### src/rtl/vga_timing_pkg.sv
// Shared constants and helpers for the raster timing generator and its per-axis counter.
// Two standard modes are provided: 640x480@60 and 800x600 (positive syncs).
package vga_timing_pkg;

  localparam int VGA640_H_ACTIVE = 640;
  localparam int VGA640_H_FP     = 16;
  localparam int VGA640_H_SYNC   = 96;
  localparam int VGA640_H_BP     = 48;
  localparam int VGA640_V_ACTIVE = 480;
  localparam int VGA640_V_FP     = 10;
  localparam int VGA640_V_SYNC   = 2;
  localparam int VGA640_V_BP     = 33;
  localparam bit VGA640_HS_POL   = 1'b0;
  localparam bit VGA640_VS_POL   = 1'b0;

  localparam int SVGA800_H_ACTIVE = 800;
  localparam int SVGA800_H_FP     = 40;
  localparam int SVGA800_H_SYNC   = 128;
  localparam int SVGA800_H_BP     = 88;
  localparam int SVGA800_V_ACTIVE = 600;
  localparam int SVGA800_V_FP     = 1;
  localparam int SVGA800_V_SYNC   = 4;
  localparam int SVGA800_V_BP     = 23;
  localparam bit SVGA800_HS_POL   = 1'b1;
  localparam bit SVGA800_VS_POL   = 1'b1;

  function automatic int vga_total(input int active, input int fp, input int sync, input int bp);
    return active + fp + sync + bp;
  endfunction

endpackage

### src/rtl/vga_axis_timing.sv
// One raster axis: a wrapping counter that resets to its last value, plus active/sync
// decode of the value it is about to take, so decodes line up with the count.
module vga_axis_timing
  import vga_timing_pkg::*;
#(
  parameter int ACTIVE = 640,
  parameter int FP     = 16,
  parameter int SYNC   = 96,
  parameter int BP     = 48,
  parameter bit POL    = 1'b0,
  parameter int WIDTH  = 12
) (
  input  logic             clk_i,
  input  logic             rst_ni,
  input  logic             adv_i,
  output logic [WIDTH-1:0] cnt_o,
  output logic [WIDTH-1:0] nxt_o,
  output logic             last_o,
  output logic             active_nxt_o,
  output logic             sync_o
);

  localparam int TOTAL   = vga_total(ACTIVE, FP, SYNC, BP);
  localparam int SYNC_LO = ACTIVE + FP;
  localparam int SYNC_HI = ACTIVE + FP + SYNC;

  logic [WIDTH-1:0] cnt_q, cnt_d;
  logic             sync_q, sync_d;

  always_comb begin
    cnt_d = cnt_q;
    if (adv_i) begin
      cnt_d = last_o ? '0 : cnt_q + WIDTH'(1);
    end
    active_nxt_o = cnt_d < WIDTH'(ACTIVE);
    sync_d = ((cnt_d >= WIDTH'(SYNC_LO)) && (cnt_d < WIDTH'(SYNC_HI))) ? POL : ~POL;
  end

  assign last_o = (cnt_q == WIDTH'(TOTAL - 1));
  assign cnt_o  = cnt_q;
  assign nxt_o  = cnt_d;
  assign sync_o = sync_q;

  // The last count sits in the back porch, so ~POL is also its decoded sync level.
  always_ff @(posedge clk_i or negedge rst_ni) begin
    if (!rst_ni) begin
      cnt_q  <= WIDTH'(TOTAL - 1);
      sync_q <= ~POL;
    end else begin
      cnt_q  <= cnt_d;
      sync_q <= sync_d;
    end
  end

endmodule

### src/rtl/vga_timing_gen.sv
// Parametrised raster timing generator with pixel clock-enable, programmable sync polarity,
// line/frame pulses, a frame counter and a look-ahead fetch coordinate.
module vga_timing_gen
  import vga_timing_pkg::*;
#(
  parameter int H_ACTIVE  = VGA640_H_ACTIVE,
  parameter int H_FP      = VGA640_H_FP,
  parameter int H_SYNC    = VGA640_H_SYNC,
  parameter int H_BP      = VGA640_H_BP,
  parameter int V_ACTIVE  = VGA640_V_ACTIVE,
  parameter int V_FP      = VGA640_V_FP,
  parameter int V_SYNC    = VGA640_V_SYNC,
  parameter int V_BP      = VGA640_V_BP,
  parameter bit HS_POL    = VGA640_HS_POL,
  parameter bit VS_POL    = VGA640_VS_POL,
  parameter int H_WIDTH   = 12,
  parameter int V_WIDTH   = 11,
  parameter int LOOKAHEAD = 2,
  parameter int FC_WIDTH  = 8
) (
  input  logic                CLK,
  input  logic                reset_n,
  input  logic                pix_ce,
  output logic [H_WIDTH-1:0]  hcounter,
  output logic [V_WIDTH-1:0]  vcounter,
  output logic                visible,
  output logic                oHS,
  output logic                oVS,
  output logic                line_start,
  output logic                frame_start,
  output logic [FC_WIDTH-1:0] frame_count,
  output logic [H_WIDTH-1:0]  fetch_x,
  output logic [V_WIDTH-1:0]  fetch_y,
  output logic                fetch_valid
);

  localparam int H_TOTAL = vga_total(H_ACTIVE, H_FP, H_SYNC, H_BP);
  localparam int V_TOTAL = vga_total(V_ACTIVE, V_FP, V_SYNC, V_BP);
  localparam int FX_W    = H_WIDTH + 1;
  // Fetch position the reset state would decode to, so the first pixel edge continues smoothly.
  localparam int FX_RST  = (LOOKAHEAD == 0) ? H_TOTAL - 1 : LOOKAHEAD - 1;
  localparam int FY_RST  = (LOOKAHEAD == 0) ? V_TOTAL - 1 : 0;

  logic [H_WIDTH-1:0] h_nxt;
  logic [V_WIDTH-1:0] v_nxt;
  logic               h_last, v_last, h_act_nxt, v_act_nxt;
  logic               v_adv;

  assign v_adv = pix_ce & h_last;

  vga_axis_timing #(
    .ACTIVE(H_ACTIVE), .FP(H_FP), .SYNC(H_SYNC), .BP(H_BP), .POL(HS_POL), .WIDTH(H_WIDTH)
  ) u_h_axis (
    .clk_i        (CLK),
    .rst_ni       (reset_n),
    .adv_i        (pix_ce),
    .cnt_o        (hcounter),
    .nxt_o        (h_nxt),
    .last_o       (h_last),
    .active_nxt_o (h_act_nxt),
    .sync_o       (oHS)
  );

  vga_axis_timing #(
    .ACTIVE(V_ACTIVE), .FP(V_FP), .SYNC(V_SYNC), .BP(V_BP), .POL(VS_POL), .WIDTH(V_WIDTH)
  ) u_v_axis (
    .clk_i        (CLK),
    .rst_ni       (reset_n),
    .adv_i        (v_adv),
    .cnt_o        (vcounter),
    .nxt_o        (v_nxt),
    .last_o       (v_last),
    .active_nxt_o (v_act_nxt),
    .sync_o       (oVS)
  );

  logic [FX_W-1:0]     fx_sum;
  logic                fx_ovf;
  logic [H_WIDTH-1:0]  fetch_x_d;
  logic [V_WIDTH-1:0]  fetch_y_d, v_inc;
  logic                fetch_valid_d, line_start_d, frame_start_d;
  logic                visible_q, line_start_q, frame_start_q, fetch_valid_q;
  logic [FC_WIDTH-1:0] frame_count_q;
  logic [H_WIDTH-1:0]  fetch_x_q;
  logic [V_WIDTH-1:0]  fetch_y_q;

  always_comb begin
    fx_sum        = {1'b0, h_nxt} + FX_W'(LOOKAHEAD);
    fx_ovf        = fx_sum >= FX_W'(H_TOTAL);
    fetch_x_d     = fx_ovf ? H_WIDTH'(fx_sum - FX_W'(H_TOTAL)) : fx_sum[H_WIDTH-1:0];
    v_inc         = (v_nxt == V_WIDTH'(V_TOTAL - 1)) ? '0 : v_nxt + V_WIDTH'(1);
    fetch_y_d     = fx_ovf ? v_inc : v_nxt;
    fetch_valid_d = (fetch_x_d < H_WIDTH'(H_ACTIVE)) && (fetch_y_d < V_WIDTH'(V_ACTIVE));
    line_start_d  = pix_ce & h_last;
    frame_start_d = pix_ce & h_last & v_last;
  end

  // Pulses are refreshed every CLK so they never outlive one cycle; levels move only with pix_ce.
  always_ff @(posedge CLK or negedge reset_n) begin
    if (!reset_n) begin
      visible_q     <= 1'b0;
      line_start_q  <= 1'b0;
      frame_start_q <= 1'b0;
      frame_count_q <= '0;
      fetch_x_q     <= H_WIDTH'(FX_RST);
      fetch_y_q     <= V_WIDTH'(FY_RST);
      fetch_valid_q <= 1'b0;
    end else begin
      line_start_q  <= line_start_d;
      frame_start_q <= frame_start_d;
      if (pix_ce) begin
        visible_q     <= h_act_nxt & v_act_nxt;
        fetch_x_q     <= fetch_x_d;
        fetch_y_q     <= fetch_y_d;
        fetch_valid_q <= fetch_valid_d;
        if (frame_start_d) begin
          frame_count_q <= frame_count_q + FC_WIDTH'(1);
        end
      end
    end
  end

  assign visible     = visible_q;
  assign line_start  = line_start_q;
  assign frame_start = frame_start_q;
  assign frame_count = frame_count_q;
  assign fetch_x     = fetch_x_q;
  assign fetch_y     = fetch_y_q;
  assign fetch_valid = fetch_valid_q;

endmodule

### config.mk
export PLATFORM = sky130hd
export DESIGN_NAME = vga_timing_gen
export DESIGN_NICKNAME = d
export VERILOG_FILES = /design/src/rtl/vga_timing_pkg.sv /design/src/rtl/vga_axis_timing.sv /design/src/rtl/vga_timing_gen.sv
export SDC_FILE = /design/constraint.sdc
export NUM_CORES = 1
export LEC_CHECK = 0
export ABC_AREA = 1
export CORE_MARGIN = 5
export CORE_UTILIZATION = 55
export DETAILED_ROUTE_END_ITERATION = 8
export HOLD_SLACK_MARGIN = 0.02
export PLACE_DENSITY = 0.81
export SLEW_MARGIN = 20
export SYNTH_ARGS = -nofsm -noshare
export SYNTH_HDL_FRONTEND = slang
export SYNTH_SLANG_ARGS = --single-unit
### constraint.sdc
create_clock -name CLK -period 3.9 [get_ports CLK]
set_clock_uncertainty 0.05 [all_clocks]
set_input_delay 0.78 -clock CLK [delete_from_list [all_inputs] [get_ports CLK]]
set_output_delay 0.78 -clock CLK [all_outputs]
set_load 0.02 [all_outputs]
==> summary.txt <==
Setup path
  • Cell breakdown of the critical path: ha_1 -> nand3_1 -> inv_2 -> nand3_2 -> nand3_2 -> nand2_2 -> ha_1 -> nand2_2 -> clkinv_1 -> nand3_1 -> nand2_1 -> nand2_1 -> ha_1 -> nand3_1 -> nand3_2 -> nor2_4 -> nor2_8 -> nand3_2 -> o21ai_1 -> inv_2 -> nand4_1 -> nand2_1
  • Worst setup slack for register-to-register paths: 0.31 ns
  • Worst r2r src: u_h_axis.cnt_o[1]
  • R2r endpoint: fetch_valid
  • Highest cell delay on the worst timing path: 0.58 ns
  • Cell with the biggest individual delay on the critical path: sky130_fd_sc_hd__dfstp_2
  • Worst reg-to-reg path cell count: 22
  • Critical path origin: u_h_axis.cnt_o[1]
  • Cell occurring most often along the worst timing path: sky130_fd_sc_hd__nand3_2
  • Data arrival time of the critical path: 3.76 ns
  • Startpoint type of the worst setup path: flop
  • Required time reported for the critical path endpoint: 4.07 ns
  • Crit. End Element: flop
  • Maximum fanout along the worst path: 11
  • Setup Crit Path Kind: reg2reg

GRT
  • Via count of the first global-routing pass: 3,692
  • Initial antenna violation count: 0
  • Global-route wire length before repair: 17,380 µm
  • Congestion Overflow GR: 0
  • Total routing usage reported by global routing: 0.2422
  • Pin count of the biggest net entering global routing: 35

Clock tree
  • Worst-path clk slew: 0.07 ns
  • TritonCTS clock tree: done
  • H-Tree Depth: 3
  • CTS max path bufs: 2
  • Clock net sink count: 60
  • Skew-Pair Late Insertion Delay: 0.34 ns
  • Number of clock buffers inserted by TritonCTS: 9
  • Clock root cell: sky130_fd_sc_hd__clkbuf_8

Die
  • Site Rows: 31
  • Die ar.: 9190 µm²
  • Core area: 7214 µm²
  • Die span in y: 95.87 µm
  • Die Width: 95.87 µm
  • Boundary Pins: 63
  • Starting density of the core: 0.5621

Logic synthesis
  • Synth Net Count: 550
  • Cell Area, Synth: 4055 µm²
  • Number of enable-type register cells in the synthesized netlist: 0
  • Commonest register cell after synthesis: sky130_fd_sc_hd__dfrtp_1
  • Count of warnings emitted by yosys: 0
  • Sequential fraction of the synthesis area: 0.3743
  • Avg Inst Size Synth: 7.551 µm²
  • Fraction of registers with async set or reset after synthesis: 1.000
  • Yosys cell types: 45
  • Flip-flop and latch count after synthesis: 60
  • Synth Instances: 537

Final layout
  • Number of nets in the layout: 625
  • Design Area, Final: 5042 µm²
  • Post-layout util: 0.6989
  • Layout cell share with drive strength beyond 1: 0.1831
  • Synthesis-to-finish area growth: 24.34%
  • Antenna fix cells: 0

Timing
  • Slew Viols, Final: 0
  • Maximum operating frequency: 278.7 MHz
  • Transition time of the tightest slew-check pin: 0.6279 ns
  • Final critical path time including I/O delays and setup: 3.588 ns
  • Worst slew margin: 0.5814
  • Final sum of negative setup slack: 0 ns
  • WHS: 0.4070 ns
  • Final critical-path share of the clock period: 0.9200
  • Number of hold-slack violations in the final timing report: 0
  • Final number of setup-violating endpoints: 0

Route
  • Routed len/inst: 14.51 µm
  • Vias per Instance: 5.430
  • DR DRC count: 0
  • Initial DRC count: 335
  • Detailed-router iteration count before antenna repair: 5
  • Detailed-route wire length: 10,390 µm
  • Antenna viol nets, final: 0
  • Via total after detailed routing: 3,888

Placed design
  • Gp weighted congestion: 0.9320
  • # port buffers: 62
  • Final HPWL from detailed placement: 7864 µm
  • Post-Place Cell Area: 4817 µm²

Job
  • Number of maximum-capacitance violations: 0

Power and ir drop
  • Worst supply voltage drop on vdd: 0.2428 mV
  • Static leakage power: 2.424 nW
  • Total design power: 1.958 mW
  • Pwr/cell area: 388.3 nW/µm²

Worst hold path
  • Hold Crit Class: in2async

Outcome
  • Result of the run: complete, no violations
through the flow:
stage                     cells  worst slack (ns)
after floorplan             537            0.6683
after global placement      699           0.01794
after detailed placement    699           -0.1035
after CTS                   715            0.2332
after global routing        716          -0.01636
final                       716            0.3120
layer usage:
metal	global-route usage	part of all wire	up-vias
li1	-	-	1894
met1	0.3082	0.43	1782
met2	0.3972	0.48	176
met3	0.05629	0.063	36
met4	0.09716	0.031	0
met5	0	0	-
power breakdown:
group | internal (mW) | switching [mW] | total, mW
clock | 0.328 | 0.251 | 0.579
combinational | 0.245 | 0.359 | 0.604
sequential | 0.705 | 0.0697 | 0.774
total | 1.28 | 0.680 | 1.96
logic make-up after synthesis:
family,share of synthesized area
buffers and inverters,0.08022
flip-flops,0.3743
AO/OA/AOI/OAI,0.07683
XOR/XNOR,0.04968
AND/OR/NAND/NOR,0.3882
adder cells (fa/ha/maj),0.03085
area by class of cell:
cell class / count / area (µm²)
well taps: 99 / 123.9
inverters: 66 / 250.2
multi-input cells: 400 / 2232
flip-flops and latches: 60 / 1518
repair buffers: 75 / 715.7
clock inverters: 4 / 47.55
fillers: 571 / 2172
clock buffers: 12 / 155.1
cells in the final DEF (no fill, tap or decap), types with 5 or more instances in the layout:
master | netlist | final
sky130_fd_sc_hd__a31oi_1 | 5 | 5
sky130_fd_sc_hd__buf_4 | 1 | 13
sky130_fd_sc_hd__clkbuf_8 | 0 | 11
sky130_fd_sc_hd__clkdlybuf4s50_1 | 0 | 60
sky130_fd_sc_hd__dfrtp_1 | 47 | 47
sky130_fd_sc_hd__dfstp_2 | 13 | 13
sky130_fd_sc_hd__ha_1 | 10 | 10
sky130_fd_sc_hd__inv_1 | 49 | 49
sky130_fd_sc_hd__inv_2 | 14 | 14
sky130_fd_sc_hd__nand2_1 | 151 | 151
sky130_fd_sc_hd__nand2_2 | 16 | 16
sky130_fd_sc_hd__nand3_1 | 34 | 32
sky130_fd_sc_hd__nand3_2 | 9 | 12
sky130_fd_sc_hd__nand4_1 | 19 | 19
sky130_fd_sc_hd__nor2_1 | 49 | 49
sky130_fd_sc_hd__nor2_4 | 8 | 8
sky130_fd_sc_hd__nor3_1 | 14 | 14
sky130_fd_sc_hd__o21ai_0 | 11 | 11
sky130_fd_sc_hd__o21ai_1 | 17 | 17
sky130_fd_sc_hd__xnor2_1 | 5 | 5
sky130_fd_sc_hd__xor2_1 | 18 | 18
worst max-delay path by stage:
stage,to,slack [ns]
6_report,fetch_valid,0.31
3_5_place_dp,fetch_valid,-0.10
3_3_place_gp,fetch_y[4],0.02
2_1_floorplan,fetch_valid,0.67
4_1_cts,fetch_valid,0.23
5_1_grt,fetch_valid,-0.02
timing repair:
action | 4_1_cts | 5_1_grt
hold buffers | 0 | 0
gates resized for setup | 0 | 3
setup endpoints to repair | 0 | 6
setup buffers | 0 | 0
worst max-delay path, delay by kind of cell (launching register included):
kind	cells	cell delay, ns
AOI/OAI and AO/OA	1	0.27
adders and majority gates	3	0.66
DFF	1	0.58
and+or+nand+nor	15	1.65
buffers and inverters	3	0.27
state kept, by name (all words and copies together), names as in the netlist:
register         count
visible              1
line_start           1
u_h_axis.cnt_o      12
frame_start          1
fetch_valid          1
frame_count          8
fetch_x             12
u_v_axis.sync_o      1
u_h_axis.sync_o      1
fetch_y             11
u_v_axis.cnt_o      11
synth_stat cells (4+ instances only):
library cell              instances  area (µm²)
sky130_fd_sc_hd__inv_2           14       52.55
sky130_fd_sc_hd__a31oi_1          5       31.28
sky130_fd_sc_hd__xnor2_1          5       43.79
sky130_fd_sc_hd__xor2_1          18       157.7
sky130_fd_sc_hd__o21ai_1         17       85.08
sky130_fd_sc_hd__nand2_1        151       566.8
sky130_fd_sc_hd__o21ai_0         11       55.05
sky130_fd_sc_hd__nand2_2         16       100.1
sky130_fd_sc_hd__nand4_1         19       118.9
sky130_fd_sc_hd__nand3_1         34       170.2
sky130_fd_sc_hd__inv_1           49       183.9
sky130_fd_sc_hd__nor2_4           8       90.09
sky130_fd_sc_hd__nor2_2           4       25.02
sky130_fd_sc_hd__dfstp_2         13       341.6
sky130_fd_sc_hd__nand3_2          9       90.09
sky130_fd_sc_hd__dfrtp_1         47        1176
sky130_fd_sc_hd__nor3_1          14       70.07
sky130_fd_sc_hd__nor2_1          49       183.9
sky130_fd_sc_hd__o21ai_2          4       35.03
sky130_fd_sc_hd__ha_1            10       125.1
(Power assumes the default switching activity.)
